[src/rtl/sw_display_feeder_pkg.sv]
// Shared widths and helpers for the switch-to-display feeder and its debouncer.
package sw_display_feeder_pkg;

  localparam int DISP_DIGITS      = 8;
  localparam int DISP_W           = DISP_DIGITS * 4;
  localparam int SW_W             = 8;
  localparam int DEBOUNCE_DEFAULT = 1_000_000;

  // Newest byte enters at the low digits; the top byte falls off.
  function automatic logic [DISP_W-1:0] shift_in(input logic [DISP_W-1:0] hist,
                                                 input logic [SW_W-1:0]   val);
    return {hist[DISP_W-SW_W-1:0], val};
  endfunction

endpackage

[src/rtl/sw_display_feeder_debouncer.sv]
// Two-flop synchroniser plus whole-vector debouncer; pulses accept once per new settled value.
module sw_debouncer
  import sw_display_feeder_pkg::*;
#(
  parameter int DEBOUNCE_CYCLES = DEBOUNCE_DEFAULT
) (
  input  logic            clk,
  input  logic            rst,
  input  logic [SW_W-1:0] sw,
  output logic [SW_W-1:0] cand,
  output logic [SW_W-1:0] stab,
  output logic            accept
);

  localparam int CNT_W = $clog2(DEBOUNCE_CYCLES);
  localparam logic [CNT_W-1:0] CNT_MAX = CNT_W'(DEBOUNCE_CYCLES - 1);

  logic [SW_W-1:0]  sw_p0;
  logic [SW_W-1:0]  sw_p1;
  logic [CNT_W-1:0] cnt;

  // Stable cand that differs from the last accepted value fires exactly once.
  always_comb begin
    accept = (sw_p1 == cand) && (cnt == CNT_MAX) && (cand != stab);
  end

  always_ff @(posedge clk) begin
    if (!rst) begin
      sw_p0 <= '0;
      sw_p1 <= '0;
      cand  <= '0;
      cnt   <= '0;
      stab  <= '0;
    end else begin
      // stage p0/p1: metastability filter on the raw switches
      sw_p0 <= sw;
      sw_p1 <= sw_p0;
      // debounce stage: any movement restarts the hold count
      if (sw_p1 != cand) begin
        cand <= sw_p1;
        cnt  <= '0;
      end else if (cnt < CNT_MAX) begin
        cnt <= cnt + 1'b1;
      end
      if (accept) begin
        stab <= cand;
      end
    end
  end

endmodule

[src/rtl/sw_display_feeder.sv]
// Builds the 32-bit scanner word from debounced switch values: 4-byte history, newest low.
module sw_display_feeder
  import sw_display_feeder_pkg::*;
#(
  parameter int                DEBOUNCE_CYCLES = DEBOUNCE_DEFAULT,
  parameter logic [DISP_W-1:0] INIT_VALUE      = 32'h0000_0000
) (
  input  logic              clk,
  input  logic              rst,
  input  logic [SW_W-1:0]   sw,
  input  logic              clear,
  output logic [DISP_W-1:0] output_data,
  output logic              upd,
  output logic [7:0]        change_cnt
);

  logic [SW_W-1:0] cand;
  logic [SW_W-1:0] stab;
  logic            accept;

  sw_debouncer #(
    .DEBOUNCE_CYCLES(DEBOUNCE_CYCLES)
  ) u_debouncer (
    .clk   (clk),
    .rst   (rst),
    .sw    (sw),
    .cand  (cand),
    .stab  (stab),
    .accept(accept)
  );

  // Clear only touches the history side; the debouncer keeps consuming values,
  // so a value accepted during clear is dropped rather than replayed later.
  always_ff @(posedge clk) begin
    if (!rst) begin
      output_data <= INIT_VALUE;
      change_cnt  <= '0;
      upd         <= 1'b0;
    end else if (clear) begin
      output_data <= INIT_VALUE;
      change_cnt  <= '0;
      upd         <= 1'b0;
    end else begin
      upd <= accept;
      if (accept) begin
        output_data <= shift_in(output_data, cand);
        change_cnt  <= change_cnt + 8'd1;
      end
    end
  end

endmodule

[config.mk]
export PLATFORM = sky130hd
export DESIGN_NAME = sw_display_feeder
export DESIGN_NICKNAME = d
export VERILOG_FILES = /design/src/rtl/sw_display_feeder_pkg.sv /design/src/rtl/sw_display_feeder_debouncer.sv /design/src/rtl/sw_display_feeder.sv
export SDC_FILE = /design/constraint.sdc
export NUM_CORES = 1
export LEC_CHECK = 0
export BUFFER_PORTS_ARGS = -buffer_cell sky130_fd_sc_hd__buf_2
export CAP_MARGIN = 20
export CORE_UTILIZATION = 55
export DETAILED_ROUTE_END_ITERATION = 16
export GPL_TIMING_DRIVEN = 0
export PLACE_DENSITY = 0.78
export SYNTH_ARGS = -nofsm -noshare
export SYNTH_HDL_FRONTEND = slang
export SYNTH_SLANG_ARGS = --single-unit
[constraint.sdc]
create_clock -name clk -period 3.1 [get_ports clk]
set_clock_uncertainty 0.2 [all_clocks]
set_input_delay 0.155 -clock clk [delete_from_list [all_inputs] [get_ports clk]]
set_output_delay 0.155 -clock clk [all_outputs]
set_load 0.02 [all_outputs]
* Yosys cells after proc, flatten, opt, wreduce, memory -nomap -nowiden
Index checks and enable logic that the tools add are counted.
W data, S select, Z words.
** Cells by class
- Eq/ne operators :: 4
- $add $sub $neg :: 2
- Bitwise gates (word level) :: 1
- $lt $le $gt $ge :: 1
- Reductions and logical operators :: 4
** Operators by type and width (number)
- $add A20 B1 Y20 const B :: 1
- $eq A20 B20 Y1 const B :: 1
- $lt A20 B20 Y1 const B :: 1
- $ne A8 B8 Y1 :: 2
- $add A8 B1 Y8 const B :: 1
- $eq A8 B8 Y1 :: 1
- $reduce_or A2 Y1 :: 2
- $logic_and A1 B1 Y1 :: 2
- $not A1 Y1 :: 1
** Storage, ports and cells
- Bits in registers :: 93
- Output and inout bits :: 41

* Logic depth before layout (Yosys ltp)
- Word-level depth :: 3
- Gate-level depth with buffers :: 8

* Hierarchy
A second synthesis with hierarchy kept.
** Unflattened totals
- Cell total of the unflattened synthesis :: 384
- Area, all modules :: 3697.3 µm²
** Modules (own cells, without submodules)
- sw_debouncer :: area an instance 2204.6 µm², instances 1, sequential area each 1041.0 µm², cells each 241
- sw_display_feeder :: area an instance 1492.7 µm², instances 1, sequential area each 820.8 µm², cells each 143

* Least setup slack after synthesis
OpenSTA, ideal clock, no wires.
- Path kind :: register to register
- From :: register u_debouncer.cnt[11]
- To :: register change_cnt[3]
- Buffers on the path :: 1
- Setup slack :: 0.275 ns
- Setup time :: 0.070 ns
- Clock period less this slack :: 2.825 ns
- Data arrival time :: 2.554 ns
- Cell stages (with the launch flop) :: 7
- Cell sequence :: dfxtp_1 -> or4_4 -> or4_4 -> or4_4 -> buf_6 -> or4_1 -> a21oi_1
** Between the ends
- Longest elaborated chain between the ends :: 3
** RTL lines
- start, declared :: line sw_display_feeder_debouncer.sv:20 : logic [CNT_W-1:0] cnt;
- start signal, assigned :: line sw_display_feeder_debouncer.sv:43 : cnt <= cnt + 1'b1;
- $eq A20 B20 Y1 :: line sw_display_feeder_debouncer.sv:24 : accept = (sw_p1 == cand) && (cnt == CNT_MAX) && (cand != stab);
- $logic_and A1 B1 Y1 (2 in a row) :: line sw_display_feeder_debouncer.sv:24
- end signal, assigned :: line sw_display_feeder.sv:47 : change_cnt <= change_cnt + 8'd1;
- end, declared :: line sw_display_feeder.sv:14 : output logic [7:0] change_cnt
No other way between the ends.
A chain may end at the register's enable or synchronous reset.

* Worst setup path after layout
- From :: register u_debouncer.cnt[11]
- To :: register output_data[27]
** Between the ends
- Longest elaborated chain between the ends :: 3
** RTL lines
- $eq A20 B20 Y1 :: line sw_display_feeder_debouncer.sv:24
- $logic_and A1 B1 Y1 (2 in a row) :: line sw_display_feeder_debouncer.sv:24
- end signal, assigned :: line sw_display_feeder.sv:46 : output_data <= shift_in(output_data, cand);
- end, declared :: line sw_display_feeder.sv:12 : output logic [DISP_W-1:0] output_data,
No other way between the ends.

==> results by group <==
Min path
  – Hold path cells: 1
  – Hold endpoint: u_debouncer.sw_p1[6]
  – Worst Hold Class: register to register
  – Min-delay src: u_debouncer.sw_p0[6]

Layout
  – Post-layout instance area: 0.00444 sq mm
  – Multi-input logic area: approximately 0.0018 sq mm
  – FILL cells: between 500 and 600
  – ANT cells: 0
  – Sequential Area: 0.00186 sq mm
  – # nets final: 489
  – Fin util: 0.684
  – Syn-to-layout area delta: 17.5%
  – Share of layout cells above drive strength 1: 0.165

Yosys
  – Synthesized area: 0.00378 sq mm
  – Seq/Total Area, Yosys: 0.493
  – Count of cell types in the netlist: 39
  – Syn avg cell area: about 9.4 sq um
  – Syn Nets: 415
  – Synth Instances: between 400 and 500
  – Synth warn: 0
  – Seq cells post-synth: 93

Global route
  – Grt met3 use: 0.0399
  – Met1 Use GR: 0.329
  – Initial antenna violation count: 0
  – Most used routing layer: met2
  – Vias in the first global route: 2963
  – Remaining Overflow, GRT: 0
  – First-pass GRT wire length: around 14000 um
  – Largest net degree at the start of global routing: 16
  – Grt met2 use: 0.384
  – GRT Overall Usage: 0.240

Timing
  – Hold Fails Final Rpt: 0
  – Final setup violation count: 0
  – Worst rel slew slack: 0.476
  – FMAX: 333 MHz
  – Slew @ Worst Pin: between 700 and 800 ps
  – Min Tclk post-route: 3000 ps
  – Final period util: 0.969
  – Setup_tns: 0 ps
  – Final setup margin: 95.3 ps
  – Final Max Slew Viols: 0
  – RSZ-0062 raised after global routing: true

Setup path
  – R2R depth: 7
  – Critical path data arrival time: 3090 ps
  – FF-to-FF Start: u_debouncer.cnt[11]
  – Reg2Reg Setup Slack: 100 ps
  – Worst R2R End: output_data[27]
  – Startpoint type of the worst setup path: register
  – CP required: 3180 ps
  – Worst setup path class: register to register
  – Crit path capture type: register
  – Crit-path max FO: 10

Die
  – Die Width: around 85 um
  – Die area: approximately 0.0072 sq mm
  – I/O Pins: 52
  – Die height: 84.9 um
  – Initial Util: 0.582
  – # rows: 29
  – Core ar.: around 0.0065 sq mm

Power
  – Max rail drop VDD: 0.313 mV
  – Pwr dens: 467 mW/mm^2
  – Leakage: 1.57 nW

Detailed routing
  – Wire length per cell: 14.7 um
  – DR iter-0 viols: 196
  – DRC viols: 3
  – Final wirelength: 8160 um
  – Vias per cell: 5.61
  – TritonRoute pass-1 iters: 11
  – Number of nets with antenna violations after routing: 0
  – Via count: 3126

Clock tree
  – Worst-path clk slew: roughly 90 ps
  – Max clock buf depth: 2
  – Clock latency on the worst-skew pair: 360 ps
  – Clock Tree Root: clkbuf_8
  – CTS Buf Count: 9
  – CTS tree: done
  – Clock sinks: 93
  – H-Tree Depth: 3

Place
  – Placed cell area: 0.00413 sq mm
  – Pre-CTS setup slack: -18.6 ps
  – Post-DP HPWL: 5810 um
  – PortBufs: 51
  – GP Congestion: 0.873

Run status
  – Status: complete, but fails checks
  – Violated checks: DRC

Job
  – Max-cap viol count: 0
repair_timing:
item	4_1_cts	5_1_grt
hold buffers	10	0
buffers inserted	1	0
gates resized for setup	0	1
setup endpoints to repair	12	14
hold endpoints to repair	16	0
logic make-up (layout without fill, tap and decap cells):
kind of cell / after synthesis / in the layout / share of synthesized area
fa+ha+maj: 2 / 2 / 0.00662
mux: 28 / 28 / 0.0741
simple gates: 164 / 164 / 0.228
compound gates: 55 / 55 / 0.0897
buf+inv: 26 / 104 / 0.0301
xor+xnor: 34 / 34 / 0.0788
flops: 93 / 93 / 0.493
sequential cells by signal, indices dropped and copies added, names as in the netlist:
signal and flops:
output_data 32, u_debouncer.cnt 20, change_cnt 8, u_debouncer.cand 8, u_debouncer.stab 8, u_debouncer.sw_p0 8, u_debouncer.sw_p1 8, upd 1
layer usage:
| metal | part of all wire | wire length, um | up-vias |
|---|---|---|---|
| li1 | - | - | 1544 |
| met1 | 0.46 | 3790 | 1492 |
| met2 | 0.48 | 3920 | 79 |
| met3 | 0.042 | 340 | 11 |
| met4 | 0.014 | 114 | 0 |
| met5 | 0 | 0 | - |
power by group:
part	switching, W	total [W]	leakage [nW]	internal (W)
Combinational	0.0000468	0.0000828	0.737	0.0000360
Clock	0.000410	0.000776	0.0833	0.000366
Sequential	0.00000868	0.00122	0.753	0.00121
Total	0.000465	0.00207	1.57	0.00161
area by class of cell:
type,count,area share
well taps,77,0.0217
clock inverters,6,0.0146
flip-flops and latches,93,0.419
repair buffers,63,0.0828
plain buffers,23,0.0231
multi-input cells,283,0.408
clock buffers,9,0.0279
inverters,3,0.00254
cells in the final DEF (no fill, tap or decap), types with 3 or more instances in the layout:
cell           synthesis  routed
clkinvlp_4             0       4
nand3_1               16      16
nor3_1                 6       6
o21ai_0               18      18
and2_1                24      24
a21boi_0               8       8
a211oi_1               4       4
buf_4                  2       3
and4_1                 6       6
mux2i_1               28      28
buf_2                  1      52
dlygate4sd3_1          0      10
a21oi_1               14      14
or4_4                  3       3
o31ai_1                3       3
nor2_1                27      27
clkbuf_1              19      19
inv_1                  3       3
nand4_1               12      12
nand2b_1               5       5
nor4_1                 7       7
xnor2_1               34      34
dfxtp_1               93      93
nand2_1               46      46
clkbuf_8               0       9
synthesized netlist by cell type:
library cell | n | area, sq um
buf_2 | 1 | 5.00
nor3_1 | 6 | 30.0
nand2b_1 | 5 | 31.3
nor4_1 | 7 | 43.8
or3_1 | 2 | 12.5
nor2b_1 | 1 | 6.26
buf_4 | 2 | 15.0
and3_1 | 2 | 12.5
nor4b_1 | 1 | 8.76
a41oi_1 | 1 | 8.76
nor2_4 | 1 | 11.3
o31ai_1 | 3 | 22.5
o211ai_1 | 1 | 7.51
and4_1 | 6 | 52.6
nand2_1 | 46 | 173
buf_6 | 1 | 11.3
a21boi_0 | 8 | 60.1
o31a_1 | 1 | 8.76
inv_1 | 3 | 11.3
or2_2 | 2 | 12.5
a211oi_1 | 4 | 30.0
clkbuf_1 | 19 | 71.3
a2111oi_0 | 2 | 17.5
and2_1 | 24 | 150
nand4_1 | 12 | 75.1
dfxtp_1 | 93 | 1860
xnor2_1 | 34 | 298
nor2_1 | 27 | 101
o311a_1 | 1 | 10.0
ha_1 | 2 | 25.0
mux2i_1 | 28 | 280
nand3_1 | 16 | 80.1
or4_4 | 3 | 33.8
a211o_1 | 1 | 8.76
nor4_2 | 1 | 12.5
or4_1 | 2 | 15.0
o21ai_1 | 1 | 5.00
o21ai_0 | 18 | 90.1
a21oi_1 | 14 | 70.1
metrics by stage:
step / std cells / hold WS, ps / total power [W]
after floorplan: 402 / 82.3 / 0.00129
after global placement: 530 / 162 / 0.00131
after detailed placement: 530 / 163 / 0.00131
after CTS: 556 / 237 / 0.00208
after global routing: 557 / 245 / 0.00215
final: 557 / 236 / 0.00207
worst max-delay path: stages (launching register included):
cell and delay [ps]:
dfxtp_1 350, or4_4 550, or4_4 460, or4_4 560, buf_6 160, nor2_4 160
buf_4 260, mux2i_1 220
how the worst max path moves through the flow:
stage / start / endpoint / slack, ps / depth (start not counted)
global placement: u_debouncer.cnt[0] / output_data[15] / 50 / 8
CTS: u_debouncer.cnt[12] / output_data[27] / 100 / 7
detailed placement: u_debouncer.cnt[0] / output_data[27] / -20 / 8
floorplan: u_debouncer.cnt[11] / change_cnt[3] / 280 / 6
finish: u_debouncer.cnt[11] / output_data[27] / 100 / 7
global route: u_debouncer.cnt[0] / output_data[16] / -6 / 8
(Power assumes the default switching activity.)
